$ cat src/rtl/pkt_merge_pkg.sv
// Shared constants, state type and beat-folding helper for the merger drain checker.
package pkt_merge_pkg;

  localparam int DATA_W  = 153;
  localparam int SIG_W   = 32;
  localparam int SOP_BIT = 152;
  localparam int EOP_BIT = 151;

  localparam logic [SIG_W-1:0] SIG_SEED   = 32'hFFFF_FFFF;
  localparam logic [SIG_W-1:0] POLY       = 32'h04C1_1DB7;
  localparam logic [15:0]      LFSR_SEED  = 16'hACE1;

  localparam int FOLD_WORDS = (DATA_W + SIG_W - 1) / SIG_W;

  typedef enum logic {
    OUT_PKT = 1'b0,
    IN_PKT  = 1'b1
  } drain_state_t;

  // Zero-pad the beat to whole signature words and XOR the words together.
  function automatic logic [SIG_W-1:0] fold_beat(input logic [DATA_W-1:0] beat);
    logic [FOLD_WORDS*SIG_W-1:0] padded;
    logic [SIG_W-1:0]            acc;
    padded = '0;
    padded[DATA_W-1:0] = beat;
    acc = '0;
    for (int w = 0; w < FOLD_WORDS; w++) begin
      acc = acc ^ padded[w*SIG_W +: SIG_W];
    end
    return acc;
  endfunction

endpackage

$ cat src/rtl/pkt_sig_misr.sv
// Multiple-input signature register: compresses every popped beat into a CRC-style signature.
module pkt_sig_misr
  import pkt_merge_pkg::*;
(
  input  logic              clk,
  input  logic              reset,
  input  logic              load_en,
  input  logic [DATA_W-1:0] data,
  output logic [SIG_W-1:0]  sig
);

  // Shift with polynomial feedback and fold in the beat on every pop.
  always_ff @(posedge clk or negedge reset) begin
    if (!reset) begin
      sig <= SIG_SEED;
    end else if (load_en) begin
      sig <= {sig[SIG_W-2:0], 1'b0} ^ fold_beat(data) ^ (sig[SIG_W-1] ? POLY : '0);
    end
  end

endmodule

$ cat config.mk
export PLATFORM = sky130hd
export DESIGN_NAME = pkt_sig_misr
export DESIGN_NICKNAME = d
export VERILOG_FILES = /design/src/rtl/pkt_merge_pkg.sv /design/src/rtl/pkt_sig_misr.sv
export SDC_FILE = /design/constraint.sdc
export NUM_CORES = 1
export LEC_CHECK = 0
export BUFFER_PORTS_ARGS = -buffer_cell sky130_fd_sc_hd__buf_4
export CORE_MARGIN = 3
export CORE_UTILIZATION = 30
export CTS_BUF_LIST = sky130_fd_sc_hd__clkbuf_8
export DETAILED_ROUTE_END_ITERATION = 6
export GPL_ROUTABILITY_DRIVEN = 0
export GPL_TIMING_DRIVEN = 0
export PLACE_DENSITY = 0.61
export SKIP_CTS_REPAIR_TIMING = 1
export SYNTH_ARGS = -nofsm -noshare
export SYNTH_HDL_FRONTEND = slang
export SYNTH_SLANG_ARGS = --single-unit
$ cat constraint.sdc
create_clock -name clk -period 4.7 [get_ports clk]
set_input_delay 0 -clock clk [delete_from_list [all_inputs] [get_ports clk]]
set_output_delay 0 -clock clk [all_outputs]
set_load 0.03 [all_outputs]
-- Yosys cells after proc, flatten, opt, wreduce, memory -nomap -nowiden
Cells that the tools add are included.
- multiplexer cells: 1
- bitwise gates (word level): 6
- operators by type and width (cell ; number):
    bitwise XOR 32 bit ; 4
    bitwise XOR 32 x 25 -> 32 bit ; 1
    bitwise XOR 32 x 27 -> 32 bit ; 1
    2-to-1 mux 27 bit ; 1
- register bits: 32
- bits of input ports: 156
- output and inout port bits: 32
- logic and storage cells: 8

-- Depth between registers and ports, before layout
Gate-level depths: netlist of the first run.
- depth after elaboration: 6
- gate-level depth with buffers: 4
- mapped depth without buffers: 3

-- Worst setup path after synthesis of the first run
No wires, ideal clock.
- kind: reg-to-reg
- start point: register sig[31]
- end point: register sig[10]
- setup time: 0.082 ns
- data arrival time: 1.631 ns
- required time: 4.618 ns
- setup slack: 2.987 ns
- stages on the path, launching flop included: 5
- path buffers: 1
- clock period less this slack: 1.713 ns
- path through: dfstp_2 > buf_6 > xnor3_1 > xnor3_1 > mux2_2
- cells in the longest elaborated chain, start to end: 2
- RTL lines (item ; RTL line ; text):
    start: declaration ; pkt_sig_misr.sv:9 ; output logic [SIG_W-1:0] sig
    start signal: assignment ; pkt_sig_misr.sv:17 ; sig <= {sig[SIG_W-2:0], 1'b0} ^ fold_beat(data) ^ (sig[SIG_W-1] ? POLY : '0);
    2-to-1 mux 27 bit ; pkt_sig_misr.sv:17 ;
    bitwise XOR 32 x 27 -> 32 bit ; pkt_sig_misr.sv:17 ;
No other way between the ends.
A chain may end at the register's enable or synchronous reset.

-- Worst setup path in the final report of the first run
- start point: register sig[31]
- end point: register sig[12]
Same word-level chain as after synthesis.

==> results of run 1 <==
[power by group]
part           total [mW]  switching (mW)  internal [mW]
combinational        1.64           0.636           1.00
clock               0.216           0.100          0.115
sequential          0.677           0.148          0.529
[critical path: stages (launching register included)]
cell and delay (ns):
sky130_fd_sc_hd__dfstp_2 0.62, sky130_fd_sc_hd__buf_6 0.19, sky130_fd_sc_hd__xnor3_1 0.41, sky130_fd_sc_hd__xnor3_1 0.18
sky130_fd_sc_hd__mux2_2 0.28
[stage by stage]
| stage | hold WS, ns | total power, mW | area [um^2] |
|---|---|---|---|
| 3_3_place_gp | 0.2828 | 2.314 | 4449 |
| 4_1_cts | -0.01377 | 2.578 | 4539 |
| 6_report | -0.03915 | 2.530 | 4539 |
| 3_5_place_dp | 0.3072 | 2.341 | 4449 |
| 5_1_grt | 0.01218 | 2.694 | 4539 |
| 2_1_floorplan | -0.1478 | 1.872 | 2892 |
[layout make-up]
| type | instances | area, um^2 |
|---|---|---|
| Timing Repair Buffer | 186 | 1396 |
| Tap cell | 129 | 161.4 |
| Sequential cell | 32 | 840.8 |
| Clock buffer | 6 | 82.58 |
| Fill cell | 899 | 4745 |
| Clock inverter | 2 | 7.507 |
| Multi-Input combinational cell | 168 | 2018 |
| Buffer | 6 | 32.53 |
[final timing paths]
check,end,slack [ns],cells past startpoint
setup reg to reg,sig[12],2.94,4
hold / removal,sig[18],-0.04,1
max in group asynchronous,sig[27],4.70,1
hold reg to reg,sig[18],0.52,2
setup / recovery,sig[12],2.94,4
min in group clk,sig[14],0.10,4
[per-layer routing]
layer / share of wire / up-vias / global-route usage
met4: 0.0092 / 0 / 0.03229
li1: - / 1079 / -
met3: 0.087 / 7 / 0.04531
met5: 0 / - / 0
met2: 0.50 / 114 / 0.2270
met1: 0.41 / 1042 / 0.1623
[cell usage in the layout, fill, tap and decap left out]
| master | netlist | layout |
|---|---|---|
| sky130_fd_sc_hd__a21oi_1 | 14 | 14 |
| sky130_fd_sc_hd__buf_1 | 2 | 2 |
| sky130_fd_sc_hd__buf_2 | 2 | 2 |
| sky130_fd_sc_hd__buf_4 | 0 | 186 |
| sky130_fd_sc_hd__buf_6 | 1 | 1 |
| sky130_fd_sc_hd__clkbuf_1 | 1 | 1 |
| sky130_fd_sc_hd__clkbuf_8 | 0 | 6 |
| sky130_fd_sc_hd__dfstp_2 | 32 | 32 |
| sky130_fd_sc_hd__inv_1 | 0 | 2 |
| sky130_fd_sc_hd__mux2_2 | 18 | 18 |
| sky130_fd_sc_hd__nor2_1 | 14 | 14 |
| sky130_fd_sc_hd__xnor2_1 | 58 | 58 |
| sky130_fd_sc_hd__xnor3_1 | 39 | 39 |
| sky130_fd_sc_hd__xnor3_4 | 5 | 5 |
| sky130_fd_sc_hd__xor2_1 | 20 | 20 |
[kinds of logic after synthesis]
logic type      count (synthesis)
compound gates                 14
xor+xnor                      122
buf+inv                         6
flops                          32
mux                            18
simple gates                   14
==> results.toml, run 1 <==
[outcome]
outcome = "complete, but fails checks"
violations = "negative hold slack"

[min_path]
worst_hold_path_type = "in2async"

[yosys]
muxShareOfSynthArea = 0.07010
synth_area_per_cell_um2 = 14.04
synthXorXnorAreaFrac = 0.5855
netlist_top_cells_area = "sky130_fd_sc_hd__xnor3_1 (30%), sky130_fd_sc_hd__dfstp_2 (29%), sky130_fd_sc_hd__xnor2_1 (18%)"
synth_compound_area_frac = 0.02423
post-synth-top-area-cell = "sky130_fd_sc_hd__xnor3_1"
netlist_area_um2 = 2892
post-synth-top-area-fraction = 0.3038
post_synthesis_async_set_or_reset_flop_share = 1.000
arithmetic_cell_share_of_the_synthesized_area_counting_full_adders_half_adders_and_majority_gates = 0
postSynth.topFlopCell = "sky130_fd_sc_hd__dfstp_2"
synth_sequential_area_ratio = 0.2908
synth-warning-count = 0
synth.most_common_cell = "sky130_fd_sc_hd__xnor2_1"
synth_top_family_by_area = "XOR/XNOR gates"
synth_cell_type_count = 12
synth.top_cells.by_count = "sky130_fd_sc_hd__xnor2_1 (58), sky130_fd_sc_hd__xnor3_1 (39), sky130_fd_sc_hd__dfstp_2 (32), sky130_fd_sc_hd__xor2_1 (20), sky130_fd_sc_hd__mux2_2 (18)"
synth_simple_gate_area_frac = 0.01817
synth_nets = 362
syn_inst = 206
synth.ff_latch_count = 32
synth_enable_flop_cells = 0

[floorplan]
start_util = 0.3115
floorplan.io_pins = 188
num_rows = 35
fp.coreArea_um2 = 9284
die_w_um = 104.2
fp.dieArea_um2 = 10850
chipHeight_um = 104.2

[grt]
gr-usage-all-layers = 0.1333
first_pass_grt_wire_length_mm = 11.54
grt.overflow.total = 0
via_count_of_the_first_global_routing_pass = 2274
grt_antenna_before_repair = 0
grt_start_max_net_pins = 33

[power_and_ir_drop]
static-leakage-power_nw = 2.314
vdd_ir_drop_max_v = 0.0002798
powerDensity_nw_per_um2 = 557.4

[cells_and_area]
largest_reg_flops = 32
final_layout_size_suffix_gt1_frac = 0.6250
top_register = "sig"
design.final.nets = 555
final_cells = 529
post-route-util = 0.4889
n_antenna_cell = 0
layout-area-overhead-vs-synth_pct = 56.99
reg_top3 = "sig (32)"

[flow_run]
number_of_maximum_capacitance_violations = 0

[placed_design]
dpl.cell_count = 521
placement.io_buffers = 186
dp_hpwl_mm = 6.024
post_placement_setup_slack_ns = 2.904

[sta]
fin_skew_ns = 0.005855
tightestPinTransition_ns = 0.6492
min_period_over_period = 0.3746
fin_crit_ns = 1.761
slew_violations = 0
timing_hold_violations_final = 32
clock.fmax_mhz = 567.9
slew_headroom = 0.5672
fin_setup_tns_ns = 0
hold_ws_ns = -0.03915
final_critical_path_setup_slack_ns = 2.939
timing.final.setup_violations = 0
rsz0062_at_grt = "false"

[cts]
numCtsBuffers = 5
cts_tree = "built"
cts_sinks = 32
worst_skew_late_latency_ns = 0.28
clkTransAtPathRegs_ns = 0.07
root_buffer = "sky130_fd_sc_hd__clkbuf_8"
cts-root-to-sink-buffers = 2
htree_levels = 2

[setup_path]
cp-end-kind = "flip-flop"
rr_startpoint = "sig[31]"
path_class = "reg2reg"
critical_path.startpoint_type = "flip-flop"
worstPathMaxFanout = 10
timing.critical_path.required_ns = 4.90
setup.worst_path.start = "sig[31]"
worst-endpoint-arrival_ns = 1.96

[drt]
num_vias = 2242
drt-initial-drc-count = 40
drt-wirelength-per-cell_um = 13.94
drc_errors = 0
drt_pre_antenna_iters = 4
detail_route.vias_per_cell = 4.238
routed_wirelength_mm = 7.373
postRouteAntennaNets = 0
No activity file was read; power rests on OpenSTA's default activity.
==> run 2: changes to the inputs <==
PLACE_DENSITY = 0.64   (was 0.61)
clock period = 1.5 ns   (was 4.7 ns; I/O delays follow)
==> run 2 against run 1 <==
Compared with the run above:
- the run ends with negative hold slack, negative setup slack left
- final area increased by 0.58%
- sequential cell count unchanged
- non-clock buffer count grew 2
- worst hold slack lost 0.010 ns
- power increased to 3.1 times the previous value
- final cell count increased by 0.19%
- global-route usage increased by 0.18 points
- critical path depth did not move
- sequential power increased to 3.1 times the previous value
- wire length is 1.3% higher
- die area unchanged
- critical endpoint is now sig[22]
- highest routed layer unchanged
==> results.toml, run 2 (synthesis results as in run 1) <==
[cells_and_area]
layout-area-overhead-vs-synth_pct = 57.90
layout.cells.most_common = "sky130_fd_sc_hd__buf_4"
mostFrequentLayoutCells = "sky130_fd_sc_hd__buf_4 (187), sky130_fd_sc_hd__xnor2_1 (58), sky130_fd_sc_hd__xnor3_1 (39)"
reg_top3 = "sig (32)"
design.final.nets = 557
post-route-util = 0.4918
top_register = "sig"
nFillCells = 902
final_layout_size_suffix_gt1_frac = 0.6284
n_antenna_cell = 0
largest_reg_flops = 32

[drt]
drt-wirelength-per-cell_um = 14.10
drc_errors = 0
num_vias = 2224
postRouteAntennaNets = 0
detail_route.vias_per_cell = 4.196
drt_pre_antenna_iters = 4
routed_wirelength_mm = 7.472
drt-initial-drc-count = 23

[setup_path]
critical-path-max-stage-delay_ns = 0.57
worstPathMaxFanout = 4
r2r_end = "sig[22]"
worst-endpoint-arrival_ns = 1.74
reg2regPathDepth = 4
critical_path.startpoint_type = "flip-flop"
critical-path-slowest-cell = "sky130_fd_sc_hd__dfstp_2"
path_cells = "buf_12, xnor3_4, xnor3_1, mux2_4"
path_class = "reg2reg"
rr_startpoint = "sig[31]"
cp-end-kind = "flip-flop"
number_of_buffer_and_inverter_stages_on_the_critical_path = 1
timing.critical_path.required_ns = 1.71
path_delay_family = "flip-flops"
worst-r2r-setup-slack_ns = -0.03

[floorplan]
floorplan.io_pins = 188
fp.dieArea_um2 = 10850
fp.coreArea_um2 = 9284
start_util = 0.3115
num_rows = 35
die_w_um = 104.2
chipHeight_um = 104.2

[power_and_ir_drop]
power.sequential.fraction = 0.269
p_clk_frac = 0.079
powerDensity_nw_per_um2 = 1703
switching_share = 0.3627
internal_power_mw = 4.956
p_comb_frac = 0.652
static-leakage-power_nw = 2.332
vdd_ir_drop_max_v = 0.0008194
power_switching_mw = 2.821

[sta]
fin_crit_ns = 1.526
slew_headroom = 0.5863
hold_ws_ns = -0.04911
min_period_over_period = 1.018
timing_hold_violations_final = 32
timing.final.setup_violations = 7
fin_skew_ns = 0.008931
final_critical_path_setup_slack_ns = -0.02625
clock.fmax_mhz = 655.2
slew_violations = 0
tightestPinTransition_ns = 0.6206
rsz0062_at_grt = "true"

[outcome]
violations = "negative hold slack, negative setup slack"
outcome = "complete, but fails checks"

[cts]
cts_tree = "built"
htree_levels = 2
cts-root-to-sink-buffers = 2
numCtsBuffers = 5
cts_sinks = 32
root_buffer = "sky130_fd_sc_hd__clkbuf_8"
clkTransAtPathRegs_ns = 0.07
worst_skew_late_latency_ns = 0.28

[min_path]
worst_hold_path_type = "in2async"

[flow_run]
number_of_maximum_capacitance_violations = 0

[grt]
grt_start_max_net_pins = 33
grt.overflow.total = 0
first_pass_grt_wire_length_mm = 11.72
via_count_of_the_first_global_routing_pass = 2391
grt_antenna_before_repair = 0
gr-usage-all-layers = 0.1351

[placed_design]
placement.io_buffers = 186
post_placement_setup_slack_ns = -0.1365
dp_hpwl_mm = 6.224
[run 2: changes by cell type in the layout (fill, tap and decap cells not counted), sizes merged]
cell    delta
buf        +2
clkbuf     -1
inv        -1
clkinv     +1
[run 2: per-layer routing]
metal / vias to the layer above / track usage / wire [um]
met3: 5 / 0.04035 / 558
met1: 1039 / 0.1521 / 2868
met5: - / 0 / 0
met2: 101 / 0.2512 / 3985
li1: 1079 / - / -
met4: 0 / 0.02849 / 59
[run 2: worst max path at each step]
stage / to / slack [ns] / cells after the start / from
global placement: sig[11] / -0.13 / 4 / sig[31]
global route: sig[23] / -0.07 / 4 / sig[31]
finish: sig[22] / -0.03 / 4 / sig[31]
detailed placement: sig[11] / -0.14 / 4 / sig[31]
CTS: sig[11] / -0.13 / 4 / sig[31]
floorplan: sig[10] / -0.08 / 4 / sig[31]
[run 2: cell type report]
| type | count | area [um^2] | share of cell area |
|---|---|---|---|
| flip-flops and latches | 32 | 840.8 | 0.1842 |
| well taps | 129 | 161.4 | 0.03535 |
| repair buffers | 188 | 1424 | 0.3119 |
| plain buffers | 6 | 32.53 | 0.007125 |
| clock buffers | 5 | 68.82 | 0.01507 |
| multi-input cells | 168 | 2029 | 0.4445 |
| clock inverters | 2 | 8.758 | 0.001918 |
[run 2: per-stage QoR]
stage	hold WS, ns	cells	power, mW	TNS, ns	cell area [um^2]
floorplan	-0.1478	206	5.619	-0.7696	2892
finish	-0.04911	530	7.777	-0.09699	4566
detailed placement	0.2901	521	7.138	-2.195	4449
global route	0.007732	530	8.300	-0.6595	4566
CTS	-0.02564	528	7.796	-1.114	4527
global placement	0.2830	521	7.039	-1.911	4449
[run 2: worst register-to-register path: stages (launching register included)]
cell and delay (ns):
sky130_fd_sc_hd__dfstp_2 0.57, sky130_fd_sc_hd__buf_12 0.11, sky130_fd_sc_hd__xnor3_4 0.30, sky130_fd_sc_hd__xnor3_1 0.21, sky130_fd_sc_hd__mux2_4 0.27
[run 2: power by group through the flow]
| stage | clock network, mW | registers [mW] | logic (mW) |
|---|---|---|---|
| floorplan | 0 | 2.98 | 2.64 |
| global placement | 0 | 2.13 | 4.91 |
| detailed placement | 0 | 2.15 | 4.99 |
| CTS | 0.653 | 2.14 | 5.00 |
| global route | 0.685 | 2.18 | 5.44 |
| finish | 0.614 | 2.09 | 5.07 |
